<file path="config.mk">
export PLATFORM = sky130hd
export DESIGN_NAME = gearbox_sched
export DESIGN_NICKNAME = d
export VERILOG_FILES = /design/src/rtl/gearbox_sched.sv
export SDC_FILE = /design/constraint.sdc
export NUM_CORES = 1
export LEC_CHECK = 0
export CORE_ASPECT_RATIO = 0.7
export CORE_MARGIN = 2
export CORE_UTILIZATION = 36
export DETAILED_ROUTE_END_ITERATION = 7
export GPL_ROUTABILITY_DRIVEN = 0
export SLEW_MARGIN = 20
export SYNTH_ARGS = -nofsm -noshare
export SYNTH_HDL_FRONTEND = slang
export SYNTH_SLANG_ARGS = --single-unit
</file>
<file path="constraint.sdc">
create_clock -name clk -period 4.6 [get_ports clk]
set_input_delay 1.38 -clock clk [delete_from_list [all_inputs] [get_ports clk]]
set_output_delay 1.38 -clock clk [all_outputs]
set_load 0.02 [all_outputs]
</file>
<file path="src/rtl/gearbox_sched.sv">
// Streaming IN_W -> OUT_W width converter with LSB-first packing, phase tracking
// and a flush path that drains and zero-pads the residue.
module gearbox_sched #(
  parameter int IN_W   = 21,
  parameter int OUT_W  = 10,
  parameter int PERIOD = 10,
  parameter int CNT_W  = 6,
  parameter int PH_W   = 4
) (
  input  logic             clk,
  input  logic             rst,
  input  logic [IN_W-1:0]  in_data,
  input  logic             in_valid,
  output logic             in_ready,
  output logic [OUT_W-1:0] out_data,
  output logic             out_valid,
  input  logic             out_ready,
  output logic             out_last,
  input  logic             flush,
  output logic             flush_done,
  output logic [PH_W-1:0]  phase,
  output logic             frame_start,
  output logic [CNT_W-1:0] occupancy
);

  localparam int ACC_W = IN_W + 2 * OUT_W - 1;

  localparam logic RUN   = 1'b0;
  localparam logic DRAIN = 1'b1;

  logic             state;
  logic [ACC_W-1:0] acc;
  logic [CNT_W-1:0] cnt;

  logic             push;
  logic             pop;
  logic             phase_wrap;
  logic [ACC_W-1:0] acc_pop;
  logic [CNT_W-1:0] cnt_pop;
  logic [ACC_W-1:0] acc_next;
  logic [CNT_W-1:0] cnt_next;

  // Handshake outputs depend on registered state only.
  assign out_valid = (cnt >= CNT_W'(OUT_W)) || (state == DRAIN && cnt != '0);
  assign out_data  = acc[OUT_W-1:0];
  assign out_last  = out_valid && state == DRAIN && cnt <= CNT_W'(OUT_W);
  assign in_ready  = state == RUN && cnt < CNT_W'(2 * OUT_W);
  assign occupancy = cnt;

  assign pop        = out_valid && out_ready;
  assign push       = in_valid && in_ready;
  assign phase_wrap = phase == PH_W'(PERIOD - 1);

  // A beat pushed alongside a pop lands at the post-pop count.
  always_comb begin
    // NOTE: every output of this block gets a default first, so no latch can be inferred.
    acc_pop  = acc;
    cnt_pop  = cnt;
    if (pop) begin
      acc_pop = acc >> OUT_W;
      cnt_pop = (cnt > CNT_W'(OUT_W)) ? cnt - CNT_W'(OUT_W) : '0;
    end
    acc_next = acc_pop;
    cnt_next = cnt_pop;
    if (push) begin
      acc_next = acc_pop | (ACC_W'(in_data) << cnt_pop);
      cnt_next = cnt_pop + CNT_W'(IN_W);
    end
  end

  always_ff @(posedge clk) begin
    if (rst) begin
      // NOTE: acc is cleared too; bits above cnt must read as zero for the padded final word.
      acc         <= '0;
      cnt         <= '0;
      state       <= RUN;
      phase       <= '0;
      frame_start <= 1'b0;
      flush_done  <= 1'b0;
    end else begin
      // NOTE: non-blocking assignments throughout, so every register sees pre-edge values.
      acc         <= acc_next;
      cnt         <= cnt_next;
      frame_start <= push && phase_wrap;
      flush_done  <= 1'b0;
      if (push) phase <= phase_wrap ? '0 : phase + PH_W'(1);
      case (state)
        RUN: if (flush) state <= DRAIN;
        DRAIN: begin
          if (cnt_next == '0) begin
            state      <= RUN;
            flush_done <= 1'b1;
            phase      <= '0;
          end
        end
        default: state <= RUN;
      endcase
    end
  end

endmodule
</file>
**Word level (Yosys, flattened, before mapping)**

Cells that the tools add are included.
W data, S select, Z words.

- $add $sub $neg: 3
- $lt $le $gt $ge: 4
- Equal/unequal tests: 1
- Shift-type cells: 1
- Multiplexer cells: 13
- Bitwise operators: 2
- Reduce and logical (&&, ||, !) cells: 11

Operator list:

| kind | number |
|---|---|
| $mux W40 | 2 |
| $or A40 B40 Y40 | 1 |
| $shl A21 B6 Y40 | 1 |
| $mux W6 | 3 |
| $mux W4 | 4 |
| $logic_and A1 B1 Y1 | 7 |
| $add A6 B5 Y6 const B | 1 |
| $ge A6 B4 Y1 const B | 1 |
| $gt A6 B4 Y1 const B | 1 |
| $le A6 B4 Y1 const B | 1 |
| $logic_not A6 Y1 | 1 |
| $lt A6 B5 Y1 const B | 1 |
| $reduce_bool A6 Y1 | 1 |
| $sub A6 B4 Y6 const B | 1 |
| $add A4 B1 Y4 const B | 1 |
| $eq A4 B4 Y1 const B | 1 |
| $mux W1 | 3 |
| $pmux W1 S2 | 1 |
| $reduce_or A2 Y1 | 1 |
| $logic_or A1 B1 Y1 | 1 |
| $not A1 Y1 | 1 |

- Bits in registers: 53
- Bits of input ports: 26
- Output and inout port bits: 25
- Word-level logic and storage cells: 41

**Logic depth before layout (Yosys ltp)**

- Depth after elaboration: 10
- Gate-level depth with buffers: 13

**Least setup slack after synthesis**

OpenSTA, ideal clock, no wires.

- Path type: input -> register
- Start point: input out_ready
- End point: register phase[0]
- Library setup time: 0.136 ns
- Arrival: 3.400 ns
- Setup slack: 1.064 ns
- Stages: 11
- Cell sequence: clkbuf_1 nor2b_1 a22oi_2 inv_2 buf_2 ha_1 nor2_1 a21boi_0 o2111ai_1 nor3_1 nor3_1

- Longest elaborated chain between the ends: 7

Ends and longest elaborated chain:

| element | line | source |
|---|---|---|
| from (decl) | 17 | `input logic out_ready,` |
| $logic_and A1 B1 Y1 (*) | 50 | `assign pop = out_valid && out_ready;` |
| $mux W6 (*) | 59 | `if (pop) begin` |
| $add A6 B5 Y6 | 67 | `cnt_next = cnt_pop + CNT_W'(IN_W);` |
| $mux W6 (*) | 65 | `if (push) begin` |
| $logic_not A6 Y1 (*) | 90 | `if (cnt_next == '0) begin` |
| $mux W4 (*) | 90 |  |
| $mux W4 (*) | 87 | `case (state)` |
| to (signal assigned) | 86 | `if (push) phase <= phase_wrap ? '0 : phase + PH_W'(1);` |
| to (decl) | 21 | `output logic [PH_W-1:0] phase,` |

Mark *: on every way between the ends. The rest lies on a longest branch, timed or not.
A chain may end at the register's enable or synchronous reset.

**Final worst setup path**

- Start point: input out_ready
- End point: register acc[18]

- Longest elaborated chain between the ends: 5
- Elaborated cells on any way between the ends: 6
- Those cells by class: shift (1); mux (3); bitwise (1); reduce/logical (1)

Ends and longest elaborated chain:

| element | line | source |
|---|---|---|
| $logic_and A1 B1 Y1 (*) | 50 |  |
| $mux W6 | 59 |  |
| $shl A21 B6 Y40 | 66 | `acc_next = acc_pop \| (ACC_W'(in_data) << cnt_pop);` |
| $or A40 B40 Y40 | 66 |  |
| $mux W40 (*) | 65 |  |
| to (signal assigned) | 82 | `acc <= acc_next;` |
| to (decl) | 32 | `logic [ACC_W-1:0] acc;` |

Marked as above.

==> impl_metrics.toml <==
[clocking]
cts_buffer_depth = 2
cts.sinks = 53
clk_latency_ns = 0.29
post-cts-setup-buffers = 0
cts_resized = 0
cts_root_buf = "clkbuf_16"
cts.hold.buffers_added = 0
cts-buffers-inserted = 5
cts_tree = "yes"
clkTransAtPathRegs_ns = 0.07
htree_levels = 2

[die]
die_area_um2 = 11300
dieHeight_um = 89.4
num_rows = 31
ios = 51
start_util_pct = 36.6
die_w_um = 126
core_area_um2 = 10200

[finish]
post-route-util_pct = 43.5
ff_latch_area_um2 = 1060
syn2layout_area_growth_pct = 18.7
mostFrequentLayoutCell = "mux2i_1"
nets = 501
drive_above_1_share_pct = 9.73
diodes = 0
fin_cells = 605
final_cell_mix = "mux2i_1, dfxtp_1, clkdlybuf4s50_1"
fillers = 1024
multiInputGateArea_um2 = 2430

[synth]
synth_top_cell_by_area = "dfxtp_1"
synth-edff-count = 0
synth-seq-cells = 53
muxShareOfSynthArea_pct = 23.8
postSynthCellCount = 440
yosys.area_share.simple_pct = 15.0
ys_warn_count = 0
synth_cell_type_count = 68
synthXorXnorAreaFrac_pct = 0.935
synth_top_family_by_area = "compound AO/OA/AOI/OAI gates"
ys_async_sr_fraction_pct = 0
synth_area_per_cell_um2 = 8.52
ys_seq_area_share_pct = 28.3
synthFlopType = "dfxtp_1"
synth-adder-area-share_pct = 1.00
synth_top_area_share_pct = 28.3
synth-compound-area-share_pct = 24.1
synth_fp_nets = 469
synth_area_um2 = 3750
ys_top_cells_by_area = "dfxtp_1, mux2i_1, mux2_2, a21oi_1, nand2_1"

[timing]
max_freq_ghz = 0.253
period_needed_ns = 3.95
worstMarginPinSlew_ns = 1.03
maxSlewViolCount = 0
rsz0062_at_grt = "false"
setup_ws_ns = 0.645
setup_violations = 0
fin_tns_setup_ns = 0
fin_skew_ns = 0.00698
hold_viol = 0
relSlewSlack_pct = 31.0
fin_crit_sh_pct = 86.0

[global_route]
grt_remaining_overflow = 0
grt_start_max_net_pins = 42
grt_pass1_vias = 3427
grt.total_usage_pct = 20.6
grt_pass1_wl_mm = 18.5
antenna_found_initial = 0

[detailed_routing]
route.detailed.drc = 0
first_iter_violations = 365
wl_per_cell_um = 19.0
via_per_inst = 5.96
drt-total-wl_mm = 11.5
ant_nets = 0
num_vias = 3604
firstDrtPassIters = 5

[worst_setup_path]
cp-start-kind = "primary input"
cp.arrival_ns = 4.11
worstPathRequired_ns = 4.75
cp_slowest_cell = "clkdlybuf4s50_1"
cp_common_cell = "o22ai_1"
crit_fanout = 13
path_class = "in2reg"
cpPeakStageDelay_ns = 0.54
worstPathCellList = "clkdlybuf4s50_1, a41o_1, inv_2, buf_4, mux2i_1, mux2_2, o22ai_1, a221oi_1, o22ai_1"
setup.worst_path.end_class = "register"

[min_path]
hold_path.class = "reg2reg"

[placement]
place_worst_setup_slack_ns = 0.439
io_buffers = 50
hpwlAfterDp_mm = 8.57
placed_cells = 597

[power]
power_density_nw_per_um2 = 632
p_leak_nw = 1.72
ir_drop_uv = 310

[job]
maxCapViolCount = 0

[status]
status = "complete, no violations"
worst paths after layout:
check	from	endpoint	slack [ns]	depth (start not counted)
hold / removal	acc[39]$_SDFF_PP0_	acc[39]$_SDFF_PP0_	0.48	2
setup / recovery	out_ready	acc[18]$_SDFF_PP0_	0.65	9
hold reg to reg	acc[39]$_SDFF_PP0_	acc[39]$_SDFF_PP0_	0.48	2
setup reg to reg	occupancy[3]$_SDFF_PP0_	acc[18]$_SDFF_PP0_	1.48	9
layout make-up:
class / instances / share of cell area, %
Multi-Input combinational cell: 340 / 54.7
Sequential cell: 53 / 23.8
Timing Repair Buffer: 65 / 14.1
Tap cell: 132 / 3.71
Clock buffer: 8 / 3.07
Inverter: 7 / 0.591
synthesized netlist by cell type (2+ instances only):
| cell type | number |
|---|---|
| a211oi_1 | 4 |
| a21o_1 | 2 |
| a21oi_1 | 29 |
| a221o_1 | 2 |
| a221oi_2 | 2 |
| a22o_1 | 4 |
| a22oi_1 | 10 |
| a31o_1 | 2 |
| a31oi_1 | 6 |
| and2_1 | 3 |
| and3_1 | 2 |
| buf_2 | 11 |
| buf_4 | 13 |
| buf_6 | 3 |
| clkbuf_1 | 12 |
| dfxtp_1 | 53 |
| ha_1 | 3 |
| inv_1 | 5 |
| inv_2 | 2 |
| mux2_2 | 15 |
| mux2i_1 | 71 |
| nand2_1 | 37 |
| nand2b_1 | 7 |
| nand3_1 | 8 |
| nor2_1 | 26 |
| nor2b_1 | 4 |
| nor3_1 | 14 |
| nor3b_1 | 2 |
| nor4_1 | 3 |
| o2111ai_1 | 2 |
| o211ai_1 | 3 |
| o21a_1 | 3 |
| o21ai_0 | 14 |
| o21ai_1 | 3 |
| o221ai_1 | 2 |
| o22ai_1 | 17 |
| o31a_1 | 2 |
| o31ai_1 | 4 |
| o32ai_1 | 3 |
| or2_1 | 2 |
| xnor2_1 | 3 |
logic make-up (layout without fill, tap and decap cells):
logic type                 after synthesis  after routing
DFF                                     53             53
AOI/OAI and AO/OA                      130            130
and+or+nand+nor                        116            116
adders and majority gates                3              3
muxes                                   87             87
buffers and inverters                   47             80
xor gates and xnor gates                 4              4
worst max-delay path: cells and delay by family:
family	cells	cell delay, ns
AO/OA/AOI/OAI	4	1.02
multiplexers	2	0.60
buffers and inverters	3	1.08
metrics by stage:
step,power [mW],hold slack (ns),instance area (um^2)
floorplan,1.96,0.440,3750
detailed placement,2.41,0.468,4310
finish,2.81,0.485,4450
global route,2.98,0.508,4450
CTS,2.78,0.484,4450
global placement,2.40,0.455,4310
registers in the layout, summed over array words and instances, names as in the netlist:
name,count
occupancy,6
acc,40
flush_done,1
phase,4
frame_start,1
state,1
routing by layer:
metal  part of all wire, %  global-route usage [%]  up-vias
met3                   8.3                    4.91       26
li1                      -                       -     1719
met2                    41                    30.8      168
met1                    49                    30.0     1691
met4                   1.5                    4.70        0
met5                     0                       0        -
power by group:
| group | leakage [nW] | total [mW] | switching, mW | internal (mW) |
|---|---|---|---|---|
| logic | 1.22 | 1.75 | 1.04 | 0.712 |
| registers | 0.433 | 0.694 | 0.104 | 0.590 |
| clock network | 0.0652 | 0.369 | 0.166 | 0.203 |
(Power assumes the default switching activity.)
